`src/rtl/pupil_bbox_tracker_pkg.sv`:
```
// -----------------------------------------------------------------------------
// img_pkg
// Shared definitions for the binarised-image stream stages.
//   PIX_W          : pixel data width of the binarised stream
//   OBJ_PIX        : pixel value marking an object (dark) pixel
//   DEF_H_BITS/..  : default counter widths, large enough for 640x480
//   state_t        : tracker FSM state encoding (IDLE / ACTIVE / REPORT)
// -----------------------------------------------------------------------------
package img_pkg;

    localparam int PIX_W = 10;
    localparam logic [PIX_W-1:0] OBJ_PIX = 10'd0;

    localparam int DEF_H_BITS     = 10;
    localparam int DEF_V_BITS     = 10;
    localparam int DEF_MIN_PIXELS = 16;

    typedef logic [1:0] state_t;

    localparam state_t IDLE   = 2'd0;
    localparam state_t ACTIVE = 2'd1;
    localparam state_t REPORT = 2'd2;

endpackage

```
`src/rtl/pupil_bbox_tracker_if.sv`:
```
// -----------------------------------------------------------------------------
// pupil_bbox_tracker_if
// Binarised pixel stream bundle.
//   fval : frame valid, high for the whole active frame
//   dval : pixel valid, high across each active line
//   data : binarised pixel (0 = object, 10'h3FF = background)
// Modports: master drives the stream, slave consumes it.
// -----------------------------------------------------------------------------
interface pupil_bbox_tracker_if;
    import img_pkg::*;

    logic             fval;
    logic             dval;
    logic [PIX_W-1:0] data;

    modport master (output fval, dval, data);
    modport slave  (input  fval, dval, data);

endinterface

```
`src/rtl/pupil_bbox_tracker_edge_det.sv`:
```
// -----------------------------------------------------------------------------
// stream_edge_det
// Registers frame/line valid and emits single-cycle boundary pulses.
//   iCLK, iRST  : clock, synchronous active-high reset (clears history)
//   iFVAL       : frame valid
//   iDVAL       : line/pixel valid
//   frameStart  : iFVAL rising  (iFVAL & ~fvalD)
//   frameEnd    : iFVAL falling (~iFVAL & fvalD)
//   lineEnd     : iDVAL falling (~iDVAL & dvalD)
// -----------------------------------------------------------------------------
module stream_edge_det (
    input  logic iCLK,
    input  logic iRST,
    input  logic iFVAL,
    input  logic iDVAL,
    output logic frameStart,
    output logic frameEnd,
    output logic lineEnd
);

    logic fvalD;
    logic dvalD;

    always_ff @(posedge iCLK) begin
        if (iRST) begin
            fvalD <= 1'b0;
            dvalD <= 1'b0;
        end else begin
            fvalD <= iFVAL;
            dvalD <= iDVAL;
        end
    end

    assign frameStart =  iFVAL & ~fvalD;
    assign frameEnd   = ~iFVAL &  fvalD;
    assign lineEnd    = ~iDVAL &  dvalD;

endmodule

```
`src/rtl/pupil_bbox_tracker.sv`:
```
// -----------------------------------------------------------------------------
// pupil_bbox_tracker
// Per-frame bounding box and pixel count of object (iDATA==0) pixels in the
// binarised stream; results published at frame end and held until the next.
//   iCLK, iRST        : clock, synchronous active-high reset
//   pix (slave)       : binarised stream (fval, dval, data)
//   oX_MIN / oX_MAX   : leftmost / rightmost object column of last frame
//   oY_MIN / oY_MAX   : top / bottom object row of last frame
//   oCOUNT            : object pixel count (saturating)
//   oFOUND            : oCOUNT >= MIN_PIXELS
//   oVALID            : one-cycle pulse when new results appear
// -----------------------------------------------------------------------------
module pupil_bbox_tracker
    import img_pkg::*;
#(
    parameter int H_BITS     = DEF_H_BITS,
    parameter int V_BITS     = DEF_V_BITS,
    parameter int MIN_PIXELS = DEF_MIN_PIXELS
) (
    input  logic                     iCLK,
    input  logic                     iRST,
    pupil_bbox_tracker_if.slave      pix,
    output logic [H_BITS-1:0]        oX_MIN,
    output logic [H_BITS-1:0]        oX_MAX,
    output logic [V_BITS-1:0]        oY_MIN,
    output logic [V_BITS-1:0]        oY_MAX,
    output logic [H_BITS+V_BITS-1:0] oCOUNT,
    output logic                     oFOUND,
    output logic                     oVALID
);

    localparam int CNT_W = H_BITS + V_BITS;

    localparam logic [H_BITS-1:0] X_ONE   = H_BITS'(1);
    localparam logic [V_BITS-1:0] Y_ONE   = V_BITS'(1);
    localparam logic [CNT_W-1:0]  CNT_ONE = CNT_W'(1);
    localparam logic [CNT_W-1:0]  CNT_MIN = CNT_W'(MIN_PIXELS);

    logic frameStart;
    logic frameEnd;
    logic lineEnd;

    stream_edge_det u_edgeDet (
        .iCLK       (iCLK),
        .iRST       (iRST),
        .iFVAL      (pix.fval),
        .iDVAL      (pix.dval),
        .frameStart (frameStart),
        .frameEnd   (frameEnd),
        .lineEnd    (lineEnd)
    );

    state_t              state;
    logic                armed;
    logic [H_BITS-1:0]   xPos, xMin, xMax;
    logic [V_BITS-1:0]   yPos, yMin, yMax;
    logic [CNT_W-1:0]    pixCnt;

    logic                pixValid;
    logic                objPix;
    logic                startOk;
    logic                accumEn;
    logic [H_BITS-1:0]   baseX, baseXMin, baseXMax;
    logic [V_BITS-1:0]   baseY, baseYMin, baseYMax;
    logic [CNT_W-1:0]    baseCnt;
    logic [H_BITS-1:0]   nextX, nextXMin, nextXMax;
    logic [V_BITS-1:0]   nextY, nextYMin, nextYMax;
    logic [CNT_W-1:0]    nextCnt;

    always_comb begin
        pixValid = pix.fval & pix.dval;
        objPix   = pixValid & (pix.data == OBJ_PIX);

        // History is cleared by reset, so a frame already in progress at reset
        // release looks like a rising edge; armed only rises once iFVAL has
        // actually been seen low, which skips that partial frame.
        startOk  = frameStart & armed & (state != ACTIVE);
        accumEn  = startOk | ((state == ACTIVE) & ~frameEnd);

        // On the frame-start cycle the pixel is folded into freshly cleared
        // accumulators, so the update runs on the reset values instead.
        baseX    = startOk ? '0 : xPos;
        baseY    = startOk ? '0 : yPos;
        baseXMin = startOk ? '1 : xMin;
        baseXMax = startOk ? '0 : xMax;
        baseYMin = startOk ? '1 : yMin;
        baseYMax = startOk ? '0 : yMax;
        baseCnt  = startOk ? '0 : pixCnt;

        nextX    = baseX;
        nextY    = baseY;
        nextXMin = baseXMin;
        nextXMax = baseXMax;
        nextYMin = baseYMin;
        nextYMax = baseYMax;
        nextCnt  = baseCnt;

        if (pixValid) begin
            nextX = (baseX == '1) ? baseX : baseX + X_ONE;
            if (objPix) begin
                nextCnt  = (baseCnt == '1) ? baseCnt : baseCnt + CNT_ONE;
                nextXMin = (baseX < baseXMin) ? baseX : baseXMin;
                nextXMax = (baseX > baseXMax) ? baseX : baseXMax;
                nextYMin = (baseY < baseYMin) ? baseY : baseYMin;
                nextYMax = (baseY > baseYMax) ? baseY : baseYMax;
            end
        end else if (lineEnd && !startOk) begin
            nextX = '0;
            nextY = (baseY == '1) ? baseY : baseY + Y_ONE;
        end
    end

    always_ff @(posedge iCLK) begin
        if (iRST) begin
            state  <= IDLE;
            armed  <= 1'b0;
            xPos   <= '0;
            yPos   <= '0;
            xMin   <= '0;
            xMax   <= '0;
            yMin   <= '0;
            yMax   <= '0;
            pixCnt <= '0;
            oX_MIN <= '0;
            oX_MAX <= '0;
            oY_MIN <= '0;
            oY_MAX <= '0;
            oCOUNT <= '0;
            oFOUND <= 1'b0;
            oVALID <= 1'b0;
        end else begin
            if (!pix.fval) begin
                armed <= 1'b1;
            end

            case (state)
                IDLE:    if (startOk)  state <= ACTIVE;
                ACTIVE:  if (frameEnd) state <= REPORT;
                REPORT:  state <= startOk ? ACTIVE : IDLE;
                default: state <= IDLE;
            endcase

            if (accumEn) begin
                xPos   <= nextX;
                yPos   <= nextY;
                xMin   <= nextXMin;
                xMax   <= nextXMax;
                yMin   <= nextYMin;
                yMax   <= nextYMax;
                pixCnt <= nextCnt;
            end

            oVALID <= (state == REPORT);
            if (state == REPORT) begin
                oCOUNT <= pixCnt;
                oFOUND <= (pixCnt >= CNT_MIN);
                // An empty frame reports a zero box rather than the sentinels.
                if (pixCnt == '0) begin
                    oX_MIN <= '0;
                    oX_MAX <= '0;
                    oY_MIN <= '0;
                    oY_MAX <= '0;
                end else begin
                    oX_MIN <= xMin;
                    oX_MAX <= xMax;
                    oY_MIN <= yMin;
                    oY_MAX <= yMax;
                end
            end
        end
    end

endmodule

```
`src/flat_wrapper.sv`:
```
// flat-port wrapper written by rule: the top's interface ports become plain ports
module pupil_bbox_tracker_flat import img_pkg::*;
#(
    parameter int H_BITS     = DEF_H_BITS,
    parameter int V_BITS     = DEF_V_BITS,
    parameter int MIN_PIXELS = DEF_MIN_PIXELS
)
  (iCLK, iRST, oX_MIN, oX_MAX, oY_MIN, oY_MAX, oCOUNT, oFOUND, oVALID, pix_fval, pix_dval, pix_data);
  pupil_bbox_tracker_if pix_i ();
  input  logic iCLK;
  input  logic iRST;
  output logic [H_BITS-1:0] oX_MIN;
  output logic [H_BITS-1:0] oX_MAX;
  output logic [V_BITS-1:0] oY_MIN;
  output logic [V_BITS-1:0] oY_MAX;
  output logic [H_BITS+V_BITS-1:0] oCOUNT;
  output logic oFOUND;
  output logic oVALID;
  input wire logic [$bits(pix_i.fval)-1:0] pix_fval;
  input wire logic [$bits(pix_i.dval)-1:0] pix_dval;
  input wire logic [$bits(pix_i.data)-1:0] pix_data;
  assign pix_i.fval = pix_fval;
  assign pix_i.dval = pix_dval;
  assign pix_i.data = pix_data;
  pupil_bbox_tracker #(.H_BITS(H_BITS), .V_BITS(V_BITS), .MIN_PIXELS(MIN_PIXELS)) u_core (.iCLK(iCLK), .iRST(iRST), .pix(pix_i), .oX_MIN(oX_MIN), .oX_MAX(oX_MAX), .oY_MIN(oY_MIN), .oY_MAX(oY_MAX), .oCOUNT(oCOUNT), .oFOUND(oFOUND), .oVALID(oVALID));
endmodule
```
`config.mk`:
```
export PLATFORM = sky130hd
export DESIGN_NAME = pupil_bbox_tracker_flat
export DESIGN_NICKNAME = d
export VERILOG_FILES = /design/src/rtl/pupil_bbox_tracker_pkg.sv /design/src/rtl/pupil_bbox_tracker_if.sv /design/src/rtl/pupil_bbox_tracker_edge_det.sv /design/src/rtl/pupil_bbox_tracker.sv /design/src/flat_wrapper.sv
export SDC_FILE = /design/constraint.sdc
export NUM_CORES = 1
export LEC_CHECK = 0
export ABC_AREA = 0
export BUFFER_PORTS_ARGS = -buffer_cell sky130_fd_sc_hd__buf_2
export CAP_MARGIN = 40
export CORE_UTILIZATION = 60
export DETAILED_ROUTE_END_ITERATION = 10
export PLACE_DENSITY_LB_ADDON = 0.05
export SYNTH_ARGS = -nofsm -noshare
export SYNTH_HDL_FRONTEND = slang
export SYNTH_SLANG_ARGS = --single-unit
```
`constraint.sdc`:
```
create_clock -name iCLK -period 10.4 [get_ports iCLK]
set_input_delay 0 -clock iCLK [delete_from_list [all_inputs] [get_ports iCLK]]
set_output_delay 0 -clock iCLK [all_outputs]
set_load 0.005 [all_outputs]
```
---- Word level (Yosys, flattened, before mapping) ----
Index checks and enable logic that the tools add are counted.
word-level totals
  bits in registers ....................... 147
  input bits .............................. 14
  output and inout bits ................... 62
  logic and storage cells ................. 89
operators by class
  order comparisons ....................... 5
  multiplexer cells ....................... 36
  $add $sub $neg .......................... 3
  bitwise gates (word level) .............. 13
  equal/unequal tests ..................... 8
  reductions and logical operators ........ 6
operators by type and width
  kind                     number
  $mux W10                 28
  $mux W20                 4
  $add A10 B1 Y10 const B  2
  $add A20 B1 Y20 const B  1
  $eq A10 B10 Y1 const B   2
  $eq A20 B20 Y1 const B   1
  $ge A20 B5 Y1 const B    1
  $gt A10 B10 Y1           2
  $logic_not A20 Y1        1
  $lt A10 B10 Y1           2
  $logic_not A10 Y1        1
  $and A1 B1 Y1            8
  $ne A2 B1 Y1 const B     3
  $pmux W2 S3              1
  $mux W2                  2
  $not A1 Y1               4
  $eq A2 B1 Y1 const B     1
  $eq A2 B2 Y1 const B     1
  $logic_not A2 Y1         1
  $reduce_and A2 Y1        1
  $logic_and A1 B1 Y1      1
  $logic_not A1 Y1         1
  $mux W1                  1
  $or A1 B1 Y1             1

---- Longest topological paths before layout ----
  depth in word-level cells ............... 9
  mapped depth ............................ 16
  mapped depth without buffers ............ 11

---- By module ----
Synthesis repeated with hierarchy kept, for this count alone.
second synthesis, totals
  cells, all modules ...................... 878
  area total of the unflattened synthesis .. 7272.0 µm²
by module, submodules not included
  module              cells an instance  instances  sequential area each (µm²)  area an instance (µm²)
  pupil_bbox_tracker  871                1          2902.8                      7200.7
  stream_edge_det     7                  1          40.0                        71.3

---- Least setup slack after synthesis ----
Ideal clock, no wire load.
  path kind ............................... reg2reg
  from .................................... register u_core.state[1]
  to ...................................... register u_core.xMin[4]
  path buffers ............................ 3
  clock period less this slack ............ 3.373 ns
  setup time .............................. 0.073 ns
  setup slack ............................. 7.027 ns
  arrival ................................. 3.300 ns
  required time ........................... 10.327 ns
  stages on the path, launching flop included .. 14
  cell sequence ........................... dfxtp_1 > and2b_1 > nor2_1 > clkbuf_1 > buf_1 > nor2_1 > ha_1 > and4_1 > and3_1 > a311o_1 > a211oi_1 > buf_4 > mux2_1 > o21ai_1
between the ends
  cells in the longest elaborated chain, start to end .. 7
  elaborated cells between the ends (all ways) .. 11
  those cells by class .................... order compare (1); eq/ne (2); mux (5); bitwise (3)
RTL lines
  what                                RTL line                                            source
  start: declaration                  pupil_bbox_tracker.sv:53                            state_t state;
  start signal: assignment            pupil_bbox_tracker.sv:139                           REPORT: state <= startOk ? ACTIVE : IDLE;
  $ne A2 B1 Y1                        pupil_bbox_tracker.sv:77                            startOk = frameStart & armed & (state != ACTIVE);
  $and A1 B1 Y1                       pupil_bbox_tracker.sv:77
  $mux W10, on equally long branches  pupil_bbox_tracker.sv:82, pupil_bbox_tracker.sv:84
  $lt A10 B10 Y1                      pupil_bbox_tracker.sv:102                           nextXMin = (baseX < baseXMin) ? baseX : baseXMin;
  $mux W10                            pupil_bbox_tracker.sv:102
  $mux W10                            pupil_bbox_tracker.sv:100                           if (objPix) begin
  $mux W10                            pupil_bbox_tracker.sv:98                            if (pixValid) begin
  end signal: assignment              pupil_bbox_tracker.sv:146                           xMin <= nextXMin;
  end: declaration                    pupil_bbox_tracker.sv:55                            logic [H_BITS-1:0] xPos, xMin, xMax;
Several ways; a longest one is shown, not always the timed one.
A chain may end at the register's enable or synchronous reset.

---- Worst setup path in the final report ----
  from .................................... register u_core.u_edgeDet.fvalD
  to ...................................... register u_core.xMin[9]
between the ends
  cells in the longest elaborated chain, start to end .. 9
  elaborated cells between the ends (all ways) .. 14
  those cells by class .................... order compare (1); mux (5); bitwise (8)
RTL lines
  what                                RTL line                                            source
  start: declaration                  pupil_bbox_tracker_edge_det.sv:21                   logic fvalD;
  start signal: assignment            pupil_bbox_tracker_edge_det.sv:29                   fvalD <= iFVAL;
  $not A1 Y1                          pupil_bbox_tracker_edge_det.sv:34                   assign frameStart = iFVAL & ~fvalD;
  $and A1 B1 Y1                       pupil_bbox_tracker_edge_det.sv:34
  $and A1 B1 Y1 (2 in a row)          pupil_bbox_tracker.sv:77
  $mux W10, on equally long branches  pupil_bbox_tracker.sv:82, pupil_bbox_tracker.sv:84
  $lt A10 B10 Y1                      pupil_bbox_tracker.sv:102
  $mux W10                            pupil_bbox_tracker.sv:102
  $mux W10                            pupil_bbox_tracker.sv:100
  $mux W10                            pupil_bbox_tracker.sv:98
Several ways; a longest one is shown, not always the timed one.

==> flow_metrics.py <==
metrics = {
    "drt": {
        "vias": 6289,
        "dr.pass1.iters": 5,
        "post-route-drc-count": 0,
        "wl_um": 17500,
        "drtIter0Drc": 463,
        "wl_per_cell_um": 17.2,
        "ant_nets": 0,
        "viasPerCell": 6.18,
    },
    "finish": {
        "seqCellArea_sq_um": 2940,
        "final_common_cell": "dfxtp_1",
        "fillers": 917,
        "multi_input_area_sq_um": 3810,
        "diodes": 0,
        "final_cell_mix": "147 x dfxtp_1, 106 x nor2_1, 93 x nand2_1",
        "syn2layout_area_growth_pct": 14.7,
        "nets": 912,
        "drive_gt1_share_pct": 15.1,
    },
    "timing": {
        "setup_viol": 0,
        "worst_pin_slew_ns": 0.989,
        "fin_worst_skew_ns": 0.00588,
        "fmax_ghz": 0.249,
        "report.final.slew_viol_count": 0,
        "fin_crit_ns": 4.01,
        "hold_viol": 0,
        "fin_tns_setup_ns": 0,
        "rsz0062_at_grt": "no",
        "finalCritPeriodShare_pct": 38.6,
        "setup_slack_ns": 6.39,
        "slew_headroom_pct": 33.2,
    },
    "global_routing": {
        "antenna_found_initial": 0,
        "grt_pass1_vias": 5749,
        "grt.overflow.total": 0,
        "grt_max_degree": 82,
        "globalRouteTotalUtil_pct": 30.1,
        "grt_first_pass_wirelength_um": 28000,
    },
    "synth": {
        "netlist-cell-type-count": 66,
        "yosys_warnings": 0,
        "yosysSeqAreaShare_pct": 41.9,
        "synth-simple-area-share_pct": 23.4,
        "synth_top_family_by_area": "simple AND/OR/NAND/NOR gates",
        "synth.avg_cell_area_sq_um": 8.65,
        "synth_area_leader_cell": "dfxtp_1",
        "synthesis.area_sq_um": 7020,
        "synth_xor_area_share_pct": 2.87,
        "synth-seq-cells": 147,
        "async_flop_share_pct": 0,
        "synthCells": 812,
        "synth-compound-area-share_pct": 20.3,
        "synth_fp_nets": 859,
        "synthAdderAreaFrac_pct": 5.88,
        "synth_edf_count": 0,
        "ys.flop_type": "dfxtp_1",
        "netlist_top_cells_area": "dfxtp_1 42%, ha_1 5.9%, nor2_1 5.7%",
        "yosys.area.top_type_share_pct": 41.9,
        "muxShareOfSynthArea_pct": 1.59,
    },
    "setup_path": {
        "crit_chain": "and3b_1, nand2_2, buf_16, and2_1, ha_1, and4_1, and3_1, a311o_1, a211oi_2, buf_4, mux2i_1, o21ai_1",
        "max_stage_delay_ns": 0.52,
        "cp.arrival_ns": 4.28,
        "critPathLaunchType": "flop",
        "crit_buf_inv": 2,
        "worst_path_dominant_cell_family": "simple AND/OR/NAND/NOR gates",
        "endpoint_kind": "flop",
        "rr_endpoint": "u_core.xMin[9]",
        "crit_required_ns": 10.67,
        "path_class": "reg2reg",
        "reg2reg_depth": 12,
        "critPathSlowestCell": "a211oi_2",
        "rrSetupSlack_ns": 6.39,
        "cp_max_fo": 34,
        "r2r_start": "u_core.u_edgeDet.fvalD",
    },
    "clocking": {
        "numCtsBuffers": 17,
        "cts_tree": "done",
        "clkSinkCount": 147,
        "clk_pin_slew_ns": 0.06,
        "cts-htree-levels": 4,
        "clk_latency_ns": 0.43,
        "root_buffer": "clkbuf_16",
        "cts_buffer_depth": 2,
    },
    "power": {
        "total_power_w": 0.00124,
        "p_leak_nw": 3.17,
        "max-vdd-ir-drop_uv": 131,
        "powerDensity_nw_per_um2": 154,
    },
    "min_path": {
        "hp-start": "pix_data[5]",
        "hold-path-cell-count": 6,
        "whs_endpoint": "u_core.pixCnt[0]",
        "hold_class": "in2reg",
    },
    "die": {
        "core_area_sq_um": 11400,
        "rows": 39,
        "die_w_um": 110,
        "fp.dieH_um": 110,
        "dieArea_sq_um": 12100,
        "pin_count": 76,
        "start_util_pct": 61.5,
    },
    "place": {
        "place_ws_ns": 6.41,
        "place.gp.congestion": 0.905,
        "portBuffers": 75,
        "hpwl_um": 12100,
    },
    "run": {
        "max-cap-violations": 0,
    },
    "run_status": {
        "status": "finished, final reports clean",
    },
}
cells in the mapped netlist (all sizes together) (2+ instances only):
cell / count
dfxtp: 147
o2bb2ai: 6
and4: 4
nor2b: 5
nor3: 10
nand3: 24
o31ai: 3
nand3b: 2
xnor2: 11
nor4: 15
nor3b: 2
nand2b: 14
xor2: 12
and2: 18
nand2: 94
and3: 8
a22oi: 40
mux2i: 10
a211o: 7
a21boi: 2
a211oi: 11
a21o: 8
ha: 33
inv: 16
or3: 3
a31oi: 9
nor2: 106
a41oi: 3
a221oi: 4
a21oi: 38
a32o: 2
a32oi: 2
o21ai: 22
buf: 17
a311o: 2
a22o: 24
nand4: 22
o22ai: 2
clkbuf: 36
and3b: 3
a31o: 3
o211ai: 2
worst max-delay path by stage:
stage | from | end | slack [ns] | cells after the start
after floorplan | u_core.state[1] | u_core.xMin[4] | 7.03 | 13
after global placement | u_core.u_edgeDet.fvalD | u_core.xMin[4] | 6.16 | 10
after detailed placement | u_core.u_edgeDet.fvalD | u_core.xMin[8] | 6.41 | 12
after CTS | u_core.u_edgeDet.fvalD | u_core.xMin[9] | 6.39 | 12
after global routing | u_core.state[1] | u_core.xMin[9] | 6.14 | 12
final | u_core.u_edgeDet.fvalD | u_core.xMin[9] | 6.39 | 12
layer usage:
layer	share of wire [%]	vias up	GRT usage, %	wire (um)
li1	-	3046	-	-
met1	45	3022	38.2	7810
met2	48	181	49.5	8440
met3	4.3	40	6.06	756
met4	2.7	0	13.5	464
met5	0	-	0	0
worst reg2reg max path, stage by stage, from the launching register on:
cell,delay [ns]
dfxtp_1,0.32
and3b_1,0.39
nand2_2,0.43
buf_16,0.32
and2_1,0.22
ha_1,0.31
and4_1,0.23
and3_1,0.19
a311o_1,0.35
a211oi_2,0.52
buf_4,0.27
mux2i_1,0.21
o21ai_1,0.08
per-stage QoR:
stage | area [sq um] | hold WS (ns) | utilization [%] | cells
5_1_grt | 8060 | 0.284 | 70.6 | 1018
4_1_cts | 8060 | 0.196 | 70.6 | 1018
3_3_place_gp | 7410 | 0.256 | 64.9 | 983
3_5_place_dp | 7450 | 0.269 | 65.3 | 986
6_report | 8060 | 0.211 | 70.6 | 1018
2_1_floorplan | 7020 | 0.0959 | - | 812
final cells by class:
type	count	share of cell area (%)
well taps	143	2.22
clock buffers	20	5.79
repair buffers	87	6.15
clock inverters	9	1.34
flip-flops and latches	147	36.5
inverters	16	0.745
multi-input cells	596	47.2
report_power, final:
group	leakage, nW	switching (W)	internal, W
registers	1.19	0.00000645	0.000570
clock network	0.268	0.000230	0.000366
logic	1.72	0.0000458	0.0000217
total	3.17	0.000283	0.000958
timing repair:
item,in CTS,in global routing
buffers inserted,0,0
hold buffers,3,0
hold endpoints to repair,24,0
gates resized for setup,0,0
logic make-up after synthesis:
group	count (synthesis)
simple gates	334
compound gates	195
flops	147
buf+inv	69
fa+ha+maj	33
xor+xnor	23
mux	11
sequential cells by signal, indices dropped and copies added, names as in the netlist, 2 cells and up:
register / count
u_core.pixCnt: 20
u_core.oX_MAX: 10
u_core.yMin: 10
u_core.oCOUNT: 20
u_core.oY_MAX: 10
u_core.oY_MIN: 10
u_core.oX_MIN: 10
u_core.state: 2
u_core.xMin: 10
u_core.xPos: 10
u_core.yMax: 10
u_core.yPos: 10
u_core.xMax: 10
Power figures use the tool's default switching activity.
